## src/rtl/regfile_pkg.sv

```systemverilog
// Shared constants and types for the 32 x 64-bit register file.
package regfile_pkg;

    localparam int unsigned DATA_WIDTH_C = 64;
    localparam int unsigned ADDR_WIDTH_C = 5;
    localparam int unsigned NUM_REGS_C   = 32;
    localparam int unsigned ZERO_REG_C   = 31;

    typedef logic [ADDR_WIDTH_C-1:0] reg_addr_t;
    typedef logic [DATA_WIDTH_C-1:0] reg_data_t;

endpackage

```

## src/rtl/reg_file_register_slot.sv

```systemverilog
// One architectural register: enabled flop bank, cleared asynchronously by reset.
module register_slot #(
    parameter int unsigned DATA_WIDTH = 64
) (
    input  logic                  clk,
    input  logic                  reset,
    input  logic                  en,
    input  logic [DATA_WIDTH-1:0] d,
    output logic [DATA_WIDTH-1:0] q
);

    always_ff @(posedge clk or posedge reset) begin
        if (reset) begin
            q <= '0;
        end else if (en) begin
            q <= d;
        end
    end

endmodule

```

## src/rtl/reg_file.sv

```systemverilog
// 32-entry register file: one synchronous write port, two combinational read ports, X31 hardwired to zero.
// Define REGFILE_BYPASS_EN to forward WriteData to a read port addressing the register being written.
module reg_file
    import regfile_pkg::*;
#(
    parameter int unsigned DATA_WIDTH = DATA_WIDTH_C,
    parameter int unsigned ADDR_WIDTH = ADDR_WIDTH_C,
    parameter int unsigned ZERO_REG   = ZERO_REG_C
) (
    input  logic                  clk,
    input  logic                  reset,
    input  logic                  RegWrite,
    input  logic [ADDR_WIDTH-1:0] WriteRegister,
    input  logic [DATA_WIDTH-1:0] WriteData,
    input  logic [ADDR_WIDTH-1:0] ReadRegister1,
    input  logic [ADDR_WIDTH-1:0] ReadRegister2,
    output logic [DATA_WIDTH-1:0] ReadData1,
    output logic [DATA_WIDTH-1:0] ReadData2
);

    localparam int unsigned NUM_REGS = 2 ** ADDR_WIDTH;
    localparam int unsigned HI_W     = ADDR_WIDTH - 3;
    localparam int unsigned NUM_GRPS = 2 ** HI_W;

    logic [NUM_GRPS-1:0]   grp_en;
    logic [7:0]            lo_dec;
    logic [DATA_WIDTH-1:0] regs [NUM_REGS];

    // Upper bits pick a group of eight (gated by RegWrite), lower three bits pick within it.
    // An unknown WriteRegister with RegWrite low leaves every enable at 0.
    always_comb begin
        grp_en = '0;
        lo_dec = '0;
        for (int unsigned g = 0; g < NUM_GRPS; g++) begin
            if (RegWrite && (WriteRegister[ADDR_WIDTH-1:3] == HI_W'(g))) begin
                grp_en[g] = 1'b1;
            end
        end
        for (int unsigned j = 0; j < 8; j++) begin
            if (WriteRegister[2:0] == 3'(j)) begin
                lo_dec[j] = 1'b1;
            end
        end
    end

    for (genvar i = 0; i < NUM_REGS; i++) begin : g_slot
        if (i == ZERO_REG) begin : g_zero
            assign regs[i] = '0;
        end else begin : g_reg
            register_slot #(
                .DATA_WIDTH(DATA_WIDTH)
            ) u_slot (
                .clk  (clk),
                .reset(reset),
                .en   (grp_en[i/8] & lo_dec[i%8]),
                .d    (WriteData),
                .q    (regs[i])
            );
        end
    end

`ifdef REGFILE_BYPASS_EN
    logic fwd1;
    logic fwd2;

    // Reset suppresses forwarding so every read is 0 while it is held.
    assign fwd1 = RegWrite && !reset && (WriteRegister == ReadRegister1)
                  && (WriteRegister != ADDR_WIDTH'(ZERO_REG));
    assign fwd2 = RegWrite && !reset && (WriteRegister == ReadRegister2)
                  && (WriteRegister != ADDR_WIDTH'(ZERO_REG));

    assign ReadData1 = fwd1 ? WriteData : regs[ReadRegister1];
    assign ReadData2 = fwd2 ? WriteData : regs[ReadRegister2];
`else
    assign ReadData1 = regs[ReadRegister1];
    assign ReadData2 = regs[ReadRegister2];
`endif

endmodule

```

## config.mk

```make
export PLATFORM = sky130hd
export DESIGN_NAME = reg_file
export DESIGN_NICKNAME = d
export VERILOG_FILES = /design/src/rtl/regfile_pkg.sv /design/src/rtl/reg_file_register_slot.sv /design/src/rtl/reg_file.sv
export SDC_FILE = /design/constraint.sdc
export NUM_CORES = 2
export LEC_CHECK = 0
export BUFFER_PORTS_ARGS = -buffer_cell sky130_fd_sc_hd__buf_2
export CAP_MARGIN = 10
export CORE_ASPECT_RATIO = 1.2
export CORE_MARGIN = 4
export CORE_UTILIZATION = 30
export DETAILED_ROUTE_END_ITERATION = 8
export GPL_TIMING_DRIVEN = 1
export PLACE_DENSITY = 0.47
export SLEW_MARGIN = 5
export SYNTH_ARGS = -nofsm -noshare
export SYNTH_HDL_FRONTEND = slang
export SYNTH_SLANG_ARGS = --single-unit
```

## constraint.sdc

```tcl
create_clock -name clk -period 163 [get_ports clk]
set_input_delay 16.3 -clock clk [delete_from_list [all_inputs] [get_ports clk]]
set_output_delay 16.3 -clock clk [all_outputs]
set_load 0.02 [all_outputs]
```

==> impl_results.md <==
* Status: finished, final reports clean
* Via count at 69,800
* Clk_lat worst skew at 0.88 ns
* Synth cell types at 50
* Clock Path Buffers at 4
* Post-DR wirelength/cell at 32.9 um
* Critical Path AT at 21.72 ns
* Setup violators final at 0
* Biggest regs: g_slot.g_reg.u_slot.q: 1984 flops
* Layout cells sized above 1 at 44.6%
* Clk sinks at 1,984
* Largest cells by area after synthesis: dfrtp_1, mux2_2, mux4_2
* Post-route ant nets at 0
* Reg clk slew, reported paths at 0.05 ns
* Part of the Yosys area used for sequential elements at 47.0%
* Setup ws final at 124.98 ns
* Fin. max-slew vios at 0
* Num ports at 210
* Rows at 238
* Detailed placer's ending HPWL at 218,000 um
* Vias in the first global route at 73,400
* Dominant cell type by area after synthesis: dfrtp_1
* Overflow after GRT at 0
* Initial antenna violation count at 50
* CTS tree: yes
* CP Max Fanout at 47
* Crit path time final at 38.02 ns
* Max reg flops at 1,984
* Most frequent cells in the layout: dfrtp_1, mux2_2, mux4_2
* GP Congestion at 0.783
* Num CTS Buffers at 229
* Synth top area share at 47.0%
* Max-cap check violation count at 0
* Clock Tree Root: clkbuf_16
* Largest net degree at the start of global routing at 177
* Post-Syn Area at 106,000 um^2
* Worst vdd ir at 0.00000936 V
* # resized after CTS at 0
* Worst-Margin Slew at 1.33 ns
* Cell leakage power at 50.3 nW
* Fmax achieved at 26.3 MHz
* Fin crit share at 23.3%
* Via density at 5.78
* Most flops, register: g_slot.g_reg.u_slot.q
* All-Layer GR Usage at 21.5%
* Synth Register Bits at 1,984
* CP bufs+invs at 6
* Die width at 549 um
* Critical path's top delay family: buffers and inverters
* Port buffer count at 209
* Max-slew headroom at 10.5%
* Multi-input gate area at 51,700 um^2
* Detailed Route Iter0 Violations at 5,921
* Total core area at 350,000 um^2
* Reg area at 49,600 um^2
* FILL cells at 34,100
* Post-CTS Hold Buffers at 0
* CP dominant cell by count: buf_4
* Cell Pwr Density at 12.6 nW/um^2
* Die area at 361,000 um^2
* Final setup TNS at 0 ns
* Die Y at 658 um
* Post-synthesis area per instance at 14.2 um^2
* Final hold vios at 0
* Worst min path class: flop to flop
* RSZ-0062 raised after global routing: no
* # placed instances at 11,700
* Syn nets at 7,498
* DP Worst Slack at 124.95 ns
* First-pass GRT wire length at 569,000 um
* Synth-to-Final Area Change at 11.5%
* Max incr delay on CP at 0.92 ns
* CP Launch Type: input port
* Data required time of the worst path at 146.70 ns
* Cell count after synthesis at 7,416
* Nets@finish at 7,285
* Worst path slowest cell: buf_4
* Critical path class: input port to output port
* Finished Layout Cells at 12,100
* Setup Skew at 0 ns
* Power consumption at 1.48 mW
* Initial Util at 30.1%
* Synth warn at 0
* Crit end category: output port
* Htree depth at 4
* CP cell instances: buf_8 > buf_4 > buf_4 > buf_4 > buf_4 > mux2i_1 > o221ai_1 > o211ai_1 > a211oi_1 > buf_2
* Most common cell after layout, fill and taps aside: dfrtp_1
* Post-CTS Setup Bufs at 0
* DRC at 0
* DRT Pass-1 Iters at 6
* WL final at 397,000 um
==> routing by layer <==
| metal | wire length, um | track usage, % | up-vias |
|---|---|---|---|
| met1 | 176000 | 30.2 | 38500 |
| li1 | - | - | 28300 |
| met2 | 186000 | 34.6 | 2432 |
| met3 | 23400 | 3.55 | 640 |
| met4 | 11400 | 5.62 | 10 |
| met5 | 64 | 0 | - |
==> where the power goes <==
| group | internal, mW | leakage (nW) | switching, mW | total [mW] |
|---|---|---|---|---|
| Clock | 0.313 | 3.74 | 0.219 | 0.532 |
| Sequential | 0.590 | 25.2 | 0.0703 | 0.661 |
| Combinational | 0.160 | 21.4 | 0.132 | 0.292 |
==> worst paths after layout <==
kind | slack, ns | depth (start not counted) | startpoint | endpoint
max in group asynchronous | 142.47 | 7 | reset | g_slot[1].g_reg.u_slot.q[6]$_DFFE_PP0P_
worst max register to register | 162.18 | 1 | g_slot[11].g_reg.u_slot.q[7]$_DFFE_PP0P_ | g_slot[11].g_reg.u_slot.q[7]$_DFFE_PP0P_
min in group asynchronous | 15.58 | 2 | reset | g_slot[3].g_reg.u_slot.q[51]$_DFFE_PP0P_
worst max-delay path | 124.98 | 10 | ReadRegister2[0] | ReadData2[5]
worst min-delay path | 0.51 | 1 | g_slot[11].g_reg.u_slot.q[41]$_DFFE_PP0P_ | g_slot[11].g_reg.u_slot.q[41]$_DFFE_PP0P_
worst min register to register | 0.51 | 1 | g_slot[11].g_reg.u_slot.q[41]$_DFFE_PP0P_ | g_slot[11].g_reg.u_slot.q[41]$_DFFE_PP0P_
==> layout make-up <==
cell class	count	area share [%]
antenna	20	0.0425
clock buffer	334	5.69
clock inverter	67	0.761
inverter	93	0.307
multi-input combinational	4522	43.9
sequential	1984	42.2
tap	4680	4.97
timing repair buffer	373	2.11
==> through the flow <==
stage / util (%) / cell area (um^2) / hold WS, ns
2_1_floorplan: - / 106000 / 0.470
3_3_place_gp: 31.4 / 110000 / 0.481
3_5_place_dp: 31.4 / 110000 / 0.495
4_1_cts: 33.6 / 118000 / 0.509
5_1_grt: 33.6 / 118000 / 0.517
6_report: 33.6 / 118000 / 0.507
==> cell usage after synthesis (all sizes together) <==
| master | count |
|---|---|
| and3b | 2 |
| clkbuf | 367 |
| and3 | 1 |
| nor3 | 1 |
| nand3 | 30 |
| o221ai | 89 |
| or3 | 3 |
| nor2b | 6 |
| nor2 | 21 |
| nand3b | 6 |
| nand2b | 3 |
| mux2i | 564 |
| dfrtp | 1984 |
| o21ai | 229 |
| nand2 | 173 |
| o22ai | 204 |
| a221oi | 140 |
| inv | 93 |
| or3b | 2 |
| mux2 | 1971 |
| nor3b | 6 |
| a22oi | 104 |
| a21boi | 64 |
| a211oi | 102 |
| nand4 | 26 |
| mux4 | 640 |
| or2 | 1 |
| o211ai | 91 |
| and2 | 5 |
| a221o | 38 |
| buf | 450 |
==> kinds of logic after synthesis <==
| group | share of synthesized area, % |
|---|---|
| muxes | 40.0 |
| DFF | 47.0 |
| AOI/OAI and AO/OA | 7.12 |
| buffers and inverters | 4.33 |
| and+or+nand+nor | 1.47 |
No activity file was read; power rests on OpenSTA's default activity.
